File: config.mk
export PLATFORM = sky130hd
export DESIGN_NAME = if_fetch
export DESIGN_NICKNAME = d
export VERILOG_FILES = /design/src/rtl/if_fetch_pkg.sv /design/src/rtl/if_hold_buf.sv /design/src/rtl/if_fetch.sv
export SDC_FILE = /design/constraint.sdc
export NUM_CORES = 1
export LEC_CHECK = 0
export CORE_MARGIN = 8
export CORE_UTILIZATION = 45
export DETAILED_ROUTE_END_ITERATION = 7
export DONT_BUFFER_PORTS = 1
export HOLD_SLACK_MARGIN = 0.05
export PLACE_DENSITY = 0.61
export SYNTH_ARGS = -nofsm -noshare
export SYNTH_HDL_FRONTEND = slang
export SYNTH_SLANG_ARGS = --single-unit
File: constraint.sdc
create_clock -name clk -period 2.35 [get_ports clk]
set_input_delay 0.47 -clock clk [delete_from_list [all_inputs] [get_ports clk]]
set_output_delay 0.47 -clock clk [all_outputs]
set_load 0.02 [all_outputs]
File: src/rtl/if_fetch_pkg.sv
// Shared constants and the IF/ID entry type for the instruction fetch stage.
package if_fetch_pkg;

  localparam int unsigned INST_ADDR_W = 32;
  localparam int unsigned INST_W      = 32;

  localparam logic [INST_W-1:0]      ZERO_WORD    = 32'h0000_0000;
  localparam logic [INST_ADDR_W-1:0] PC_STEP      = 32'h0000_0004;
  localparam logic                   INST_VALID   = 1'b1;
  localparam logic                   INST_INVALID = 1'b0;

  typedef struct packed {
    logic [INST_ADDR_W-1:0] pc;
    logic [INST_W-1:0]      inst;
    logic                   valid;
  } fetch_entry_t;

endpackage

File: src/rtl/if_hold_buf.sv
// One-entry holding register for a response that arrives while the decoder is stalled.
module if_hold_buf
  import if_fetch_pkg::*;
(
  input  logic         clk,
  input  logic         rst,
  input  logic         load,
  input  logic         clear,
  input  logic         take,
  input  fetch_entry_t entry_i,
  output fetch_entry_t entry_o
);

  fetch_entry_t entry_d, entry_q;

  always_comb begin
    entry_d = entry_q;
    if (load) entry_d = entry_i;
    if (clear || take) entry_d.valid = INST_INVALID;
  end

  always_ff @(posedge clk) begin
    if (rst) entry_q <= '{pc: '0, inst: ZERO_WORD, valid: INST_INVALID};
    else     entry_q <= entry_d;
  end

  assign entry_o = entry_q;

endmodule

File: src/rtl/if_fetch.sv
// Instruction fetch: owns the PC, runs a single-outstanding req/gnt/rvalid fetch,
// and feeds the registered IF/ID boundary with stall and branch-redirect handling.
//
// state   | meaning
// IDLE    | one cycle after reset before the first request
// REQ     | request driven at fetch_pc, waiting for gnt
// WAIT    | request granted, waiting for rvalid (drop_q discards a stale response)
// HOLD    | response parked in the hold buffer until the stall releases
module if_fetch
  import if_fetch_pkg::*;
#(
  parameter logic [INST_ADDR_W-1:0] RESET_PC = 32'h0000_0000
) (
  input  logic                   clk,
  input  logic                   rst,
  input  logic                   stall_i,
  input  logic                   branch_flag_i,
  input  logic [INST_ADDR_W-1:0] branch_target_i,
  output logic                   imem_req_o,
  output logic [INST_ADDR_W-1:0] imem_addr_o,
  input  logic                   imem_gnt_i,
  input  logic                   imem_rvalid_i,
  input  logic [INST_W-1:0]      imem_rdata_i,
  output logic [INST_ADDR_W-1:0] pc_o,
  output logic [INST_W-1:0]      inst_o,
  output logic                   inst_valid_o
);

  typedef enum logic [1:0] {ST_IDLE, ST_REQ, ST_WAIT, ST_HOLD} fetch_state_e;

  fetch_state_e           state_d, state_q;
  logic [INST_ADDR_W-1:0] fetch_pc_d, fetch_pc_q;
  logic                   drop_d, drop_q;
  fetch_entry_t           out_d, out_q;
  fetch_entry_t           hb_in, hb_out;
  logic                   hb_load, hb_clear, hb_take;

  if_hold_buf u_hold_buf (
    .clk     (clk),
    .rst     (rst),
    .load    (hb_load),
    .clear   (hb_clear),
    .take    (hb_take),
    .entry_i (hb_in),
    .entry_o (hb_out)
  );

  always_comb begin
    state_d    = state_q;
    fetch_pc_d = fetch_pc_q;
    drop_d     = drop_q;
    out_d      = out_q;
    hb_load    = 1'b0;
    hb_clear   = 1'b0;
    hb_take    = 1'b0;
    hb_in      = '{pc: fetch_pc_q, inst: imem_rdata_i, valid: INST_VALID};

    // An unstalled decoder consumes the current word; it reverts to a NOP.
    if (!stall_i) out_d = '{pc: out_q.pc, inst: ZERO_WORD, valid: INST_INVALID};

    case (state_q)
      ST_IDLE: state_d = ST_REQ;
      ST_REQ: begin
        if (imem_gnt_i) begin
          state_d = ST_WAIT;
          drop_d  = branch_flag_i;
        end
      end
      ST_WAIT: begin
        if (imem_rvalid_i) begin
          state_d = ST_REQ;
          drop_d  = 1'b0;
          if (!(drop_q || branch_flag_i)) begin
            fetch_pc_d = fetch_pc_q + PC_STEP;
            if (stall_i && out_q.valid) begin
              hb_load = 1'b1;
              state_d = ST_HOLD;
            end else begin
              out_d = hb_in;
            end
          end
        end else if (branch_flag_i) begin
          drop_d = 1'b1;
        end
      end
      ST_HOLD: begin
        if (!stall_i) begin
          out_d   = hb_out;
          hb_take = 1'b1;
          state_d = ST_REQ;
        end
      end
      default: state_d = ST_IDLE;
    endcase

    // Redirect overrides everything except reset, stalled or not.
    if (branch_flag_i) begin
      fetch_pc_d  = branch_target_i;
      out_d.inst  = ZERO_WORD;
      out_d.valid = INST_INVALID;
      hb_clear    = 1'b1;
      if (state_q == ST_HOLD || state_q == ST_IDLE) state_d = ST_REQ;
    end
  end

  always_ff @(posedge clk) begin
    if (rst) begin
      state_q    <= ST_IDLE;
      fetch_pc_q <= RESET_PC;
      drop_q     <= 1'b0;
      out_q      <= '{pc: '0, inst: ZERO_WORD, valid: INST_INVALID};
    end else begin
      state_q    <= state_d;
      fetch_pc_q <= fetch_pc_d;
      drop_q     <= drop_d;
      out_q      <= out_d;
    end
  end

  assign imem_req_o   = (state_q == ST_REQ);
  assign imem_addr_o  = fetch_pc_q;
  assign pc_o         = out_q.pc;
  assign inst_o       = out_q.inst;
  assign inst_valid_o = out_q.valid;

endmodule

# == After elaboration in Yosys (flattened, before gate mapping) ==
# Index checks and enable logic that the tools add are counted.
# W data, S select, Z words.
# classes
add_sub_neg,1
multipliers,0
div_mod_pow,0
n_lt_le_gt_ge,0
n_eq_ne,6
shifts,0
mux,29
bitwise_logic,0
n_reduce_logical,12
# op_table
cell,n
$mux W65,4
$pmux W65 S2,1
$mux W32,4
$mux W33,1
$add A32 B3 Y32 const B,1
$mux W2,7
$mux W1,10
$pmux W2 S4,1
$reduce_and A3 Y1,2
$reduce_bool A2 Y1,3
$eq A2 B2 Y1 const B,2
$reduce_or A2 Y1,2
$logic_or A1 B1 Y1,3
$ne A3 B3 Y1 const B,1
$eq A2 B1 Y1 const B,1
$logic_not A2 Y1,1
$ne A2 B1 Y1 const B,1
$ne A2 B2 Y1 const B,1
$pmux W1 S2,1
$logic_and A1 B1 Y1,1
# totals
register_bits,165
latch_bits,0
ramBits,0
rom_bits,0
output_inout_bits,98
wordCells,57
mem_count,0

# == Logic depth before layout (Yosys ltp) ==
# depth
ltp_word,7
depth_mapped,9

# == By module ==
# Synthesis repeated with hierarchy kept, for this count alone.
# unflattened
hier_cells,964
area_unflattened_um2,8007.7
# by_module_without_submodules
module,instances,cells_per_inst,area_each_um2
if_fetch,1,755,5656.7
if_hold_buf,1,209,2351.0

# == Worst setup path after synthesis ==
# No wires, ideal clock.
# synth_path
path_kind,flip-flop to flip-flop
startpoint,register fetch_pc_q[2] (netlist: imem_addr_o[2])
endpoint,register fetch_pc_q[28] (netlist: imem_addr_o[28])
setup_ns,0.079
arrival_ns,2.239
required_time_ns,2.271
setup_slack_ns,0.033
path_stages_with_launch,6
n_path_buf,0
synth_period_minus_slack_ns,2.317
cell_sequence,dfxtp_1 -> ha_1 -> nand4_1 -> or4_1 -> or4b_2 -> o211ai_1
# synth_between
elab_chain_len,5
# synth_rtl
element,line_no,rtl
from (decl),if_fetch.sv:32,"logic [INST_ADDR_W-1:0] fetch_pc_d, fetch_pc_q;"
from (signal assigned),if_fetch.sv:114,fetch_pc_q <= fetch_pc_d;
$add A32 B3 Y32,if_fetch.sv:74,fetch_pc_d = fetch_pc_q + PC_STEP;
$mux W32,if_fetch.sv:73,if (!(drop_q || branch_flag_i)) begin
$mux W32,if_fetch.sv:70,if (imem_rvalid_i) begin
$mux W32,if_fetch.sv:61,case (state_q)
$mux W32,if_fetch.sv:97,if (branch_flag_i) begin
# No other way between the ends. The select of a mux whose other input is x is not followed.
# A chain may end at the register's enable or synchronous reset.

# == Final worst setup path ==
# Ends and elaborated chain as after synthesis.

==> run_results.csv <==
group,metric,value,unit
placed_design,hpwl,14.0,mm
setup_path,rrSetupSlack,0.15,ns
worst_hold_path,worstHoldStart,"rst",
synthesis,synth_top_area_share,47.7,%
clock_tree,htree_levels,4,
detailed_routing,drc_errors,0,
synthesis,yosys.area.top_type,"dfxtp_1",
detailed_routing,drtIter0Drc,651,
global_route,met3_usage,8.73,%
synthesis,synthCells,816,
global_route,grt_usage,20.9,%
setup_path,worstSetupPathType,"flop to flop",
floorplan,die_h,140,um
setup_path,max_stage_delay,0.65,ns
timing,slew_violations,0,
global_route,top_usage_layer,"met2",
clock_tree,clockBufferDepth,2,
clock_tree,clk_latency,0.42,ns
timing,timing.fmax,0.455,GHz
cells_and_area,utilization,52.3,%
global_route,antenna_found_initial,0,
timing,final-setup-viol-count,0,
floorplan,io_pins,168,
global_route,gr-total-overflow,0,
synthesis,avgSynthCellArea,8.49,um2
setup_path,cp.arrival,2.54,ns
placed_design,place.port_buffers,0,
timing,rsz0062_at_grt,"no",
synthesis,ys_seq_elements,165,
synthesis,synth_fp_nets,892,
timing,whs,0.122,ns
global_route,use_met1,23.9,%
global_route,grt_pass1_vias,6158,
timing,skew,0.0120,ns
floorplan,die_w,140,um
floorplan,start_util,45.7,%
clock_tree,clock-sinks,165,
synthesis,yosys_warnings,0,
worst_hold_path,hp-class,"primary input to flop",
worst_hold_path,hold_depth,1,
synthesis,synth_cell_types,55,
floorplan,placement_rows,45,
synthesis,ys_seq_area_share,47.7,%
setup_path,worstPathCellList,"ha_1 > nand4_1 > or4_1 > or4b_2 > o211ai_1",
cells_and_area,diodes,0,
timing,post-route-period-util,93.5,%
detailed_routing,routed_wl,20.7,mm
cells_and_area,drive_above_1_share,11.2,%
timing,hold_viol,0,
status,status,"complete, no violations",
timing,fin_crit,2.20,ns
setup_path,cp_slowest_cell,"or4b_2",
synthesis,synth_area_leaders,"dfxtp_1 48%, nand2_1 7.8%, a21oi_1 5.3%",
synthesis,syn_area,6930,um2
setup_path,cp_max_fo,4,
pwr,leakagePower,2.50,nW
detailed_routing,vias,6216,
clock_tree,root_buffer,"clkbuf_16",
synthesis,synthArstFlopShare,0,%
clock_tree,clk_pin_slew,0.06,ns
timing,worst_slack,0.153,ns
worst_hold_path,holdPathEnd,"pc_o[21]",
detailed_routing,wl_per_cell,20.7,um
run,cap_violations,0,
setup_path,required,2.70,ns
detailed_routing,firstDrtPassIters,8,
setup_path,timing.rr.end,"imem_addr_o[28]",
floorplan,die_area,19600,um2
synthesis,synth-edff-count,0,
synthesis,synth_ff_type,"dfxtp_1",
cells_and_area,syn2layout_area_growth,14.3,%
detailed_routing,ant_nets,0,
setup_path,end_kind,"flop",
clock_tree,postCtsHoldBufs,0,
global_route,grt_pass1_wl,33.0,mm
placed_design,post-place-ws,0.0627,ns
timing,tns,0,ns
floorplan,core,15100,um2
setup_path,r2r.worst_path.cells,5,
pwr,total_power,6.16,mW
global_route,use_met2,33.8,%
setup_path,start_kind,"flop",
timing,worst_pin_slew,0.531,ns
detailed_routing,vias_per_cell,6.20,
pwr,irDropWorstVdd,0.493,mV
global_route,grt_max_degree,138,
clock_tree,cts_tree,"yes",
setup_path,rr_startpoint,"imem_addr_o[2]",
cells_and_area,final_nets,880,
timing,relSlewSlack,64.5,%
pwr,power_density,778,nW/um2
clock_tree,cts_buffers,17,
placed_design,place.gp.congestion,0.799,
## final cells by class
type | count | area (um2)
Fill cell | 1388 | 7230
Timing Repair Buffer | 47 | 394
Multi-Input combinational cell | 562 | 3320
Sequential cell | 165 | 3300
Inverter | 11 | 41.3
Clock buffer | 22 | 474
Tap cell | 188 | 235
Clock inverter | 8 | 149
## flip-flops by register name, indices dropped and copies added, names as in the netlist
name / flops
u_hold_buf.entry_o: 65
pc_o: 32
drop_q: 1
inst_valid_o: 1
imem_addr_o: 32
state_q: 2
inst_o: 32
## how the worst max path moves through the flow
| stage | slack (ns) | to | cells past startpoint | from |
|---|---|---|---|---|
| 6_report | 0.15 | imem_addr_o[28] | 5 | imem_addr_o[2] |
| 5_1_grt | 0.002 | inst_o[3] | 8 | state_q[0] |
| 4_1_cts | 0.04 | imem_addr_o[24] | 5 | imem_addr_o[2] |
| 3_5_place_dp | 0.06 | imem_addr_o[24] | 5 | imem_addr_o[2] |
| 3_3_place_gp | 0.15 | imem_addr_o[26] | 6 | state_q[0] |
| 2_1_floorplan | 0.03 | imem_addr_o[28] | 5 | imem_addr_o[2] |
## placed cells by master, fill, tap and decap left out, types with 3 or more instances in the layout
master	netlist	final
nand2_1	143	143
nand2b_1	4	4
a222oi_1	32	32
nand3_1	9	9
or3_1	6	6
o31ai_1	9	9
bufinv_16	0	4
a311oi_1	13	13
o211ai_1	3	3
clkbuf_8	0	3
inv_1	10	10
nor2_1	63	62
clkbuf_16	0	17
nor4_1	5	5
a211oi_1	42	42
buf_4	1	43
o21ai_0	7	7
a21oi_1	73	71
nor3_1	38	37
xor2_1	3	3
or4_1	11	10
ha_1	6	6
a22oi_1	32	32
xnor2_1	7	7
or2_2	4	3
dfxtp_1	165	165
buf_12	0	3
nand4_1	14	14
a31oi_1	5	5
## timing repair
action                                  4_1_cts  5_1_grt
resized for setup                             0        3
hold endpoints to repair                      0        0
buffers inserted                              0        0
endpoints found under the setup margin        0       37
## power by group
group          switching, mW  total, mW  internal [mW]
registers             0.0624       2.91           2.84
logic                  0.201      0.314          0.113
clock network           1.09       2.94           1.85
## critical path: cells and delay by family, from the launching register on
kind / cells / cell delay, ns
simple gates: 3 / 1.46
compound gates: 1 / 0.11
flops: 1 / 0.35
fa+ha+maj: 1 / 0.21
## layer usage
layer	share of wire, %	wire length (um)	up-vias
met1	39	8080	2962
met4	2.8	575	0
li1	-	-	2966
met2	48	10000	251
met5	0	0	-
met3	10	2070	37
## Yosys cell counts (2+ instances only)
| master | number |
|---|---|
| buf_2 | 4 |
| a222oi_1 | 32 |
| o211ai_1 | 3 |
| dfxtp_1 | 165 |
| and3b_1 | 2 |
| ha_1 | 6 |
| xnor2_1 | 7 |
| nand4_1 | 14 |
| or3_1 | 6 |
| clkbuf_1 | 63 |
| or4_1 | 11 |
| and4_1 | 2 |
| a31oi_1 | 5 |
| a221oi_1 | 2 |
| o31a_1 | 2 |
| nand2_1 | 143 |
| a311oi_1 | 13 |
| a21oi_1 | 73 |
| or2_2 | 4 |
| o31ai_1 | 9 |
| a211oi_1 | 42 |
| nand2b_1 | 4 |
| o21ai_0 | 7 |
| and2_1 | 2 |
| a22oi_1 | 32 |
| nor2_1 | 63 |
| buf_1 | 9 |
| nor3_1 | 38 |
| nor4_1 | 5 |
| nand3_1 | 9 |
| a31o_2 | 2 |
| inv_1 | 10 |
| nand3b_1 | 2 |
| xor2_1 | 3 |
| mux2i_1 | 2 |
## through the flow
| stage | instances | cell area, um2 |
|---|---|---|
| floorplan | 816 | 6930 |
| global placement | 973 | 7280 |
| detailed placement | 973 | 7280 |
| CTS | 1003 | 7910 |
| global route | 1003 | 7920 |
| finish | 1003 | 7920 |
## cells by family (layout without fill, tap and decap cells)
| logic type | count (synthesis) | count (layout) | synth area share, % |
|---|---|---|---|
| simple gates | 315 | 315 | 21.2 |
| fa+ha+maj | 6 | 6 | 1.08 |
| compound gates | 229 | 229 | 23.5 |
| buf+inv | 89 | 88 | 5.06 |
| mux | 2 | 2 | 0.289 |
| xor+xnor | 10 | 10 | 1.26 |
| flops | 165 | 165 | 47.7 |
No activity file was read; power rests on OpenSTA's default activity.
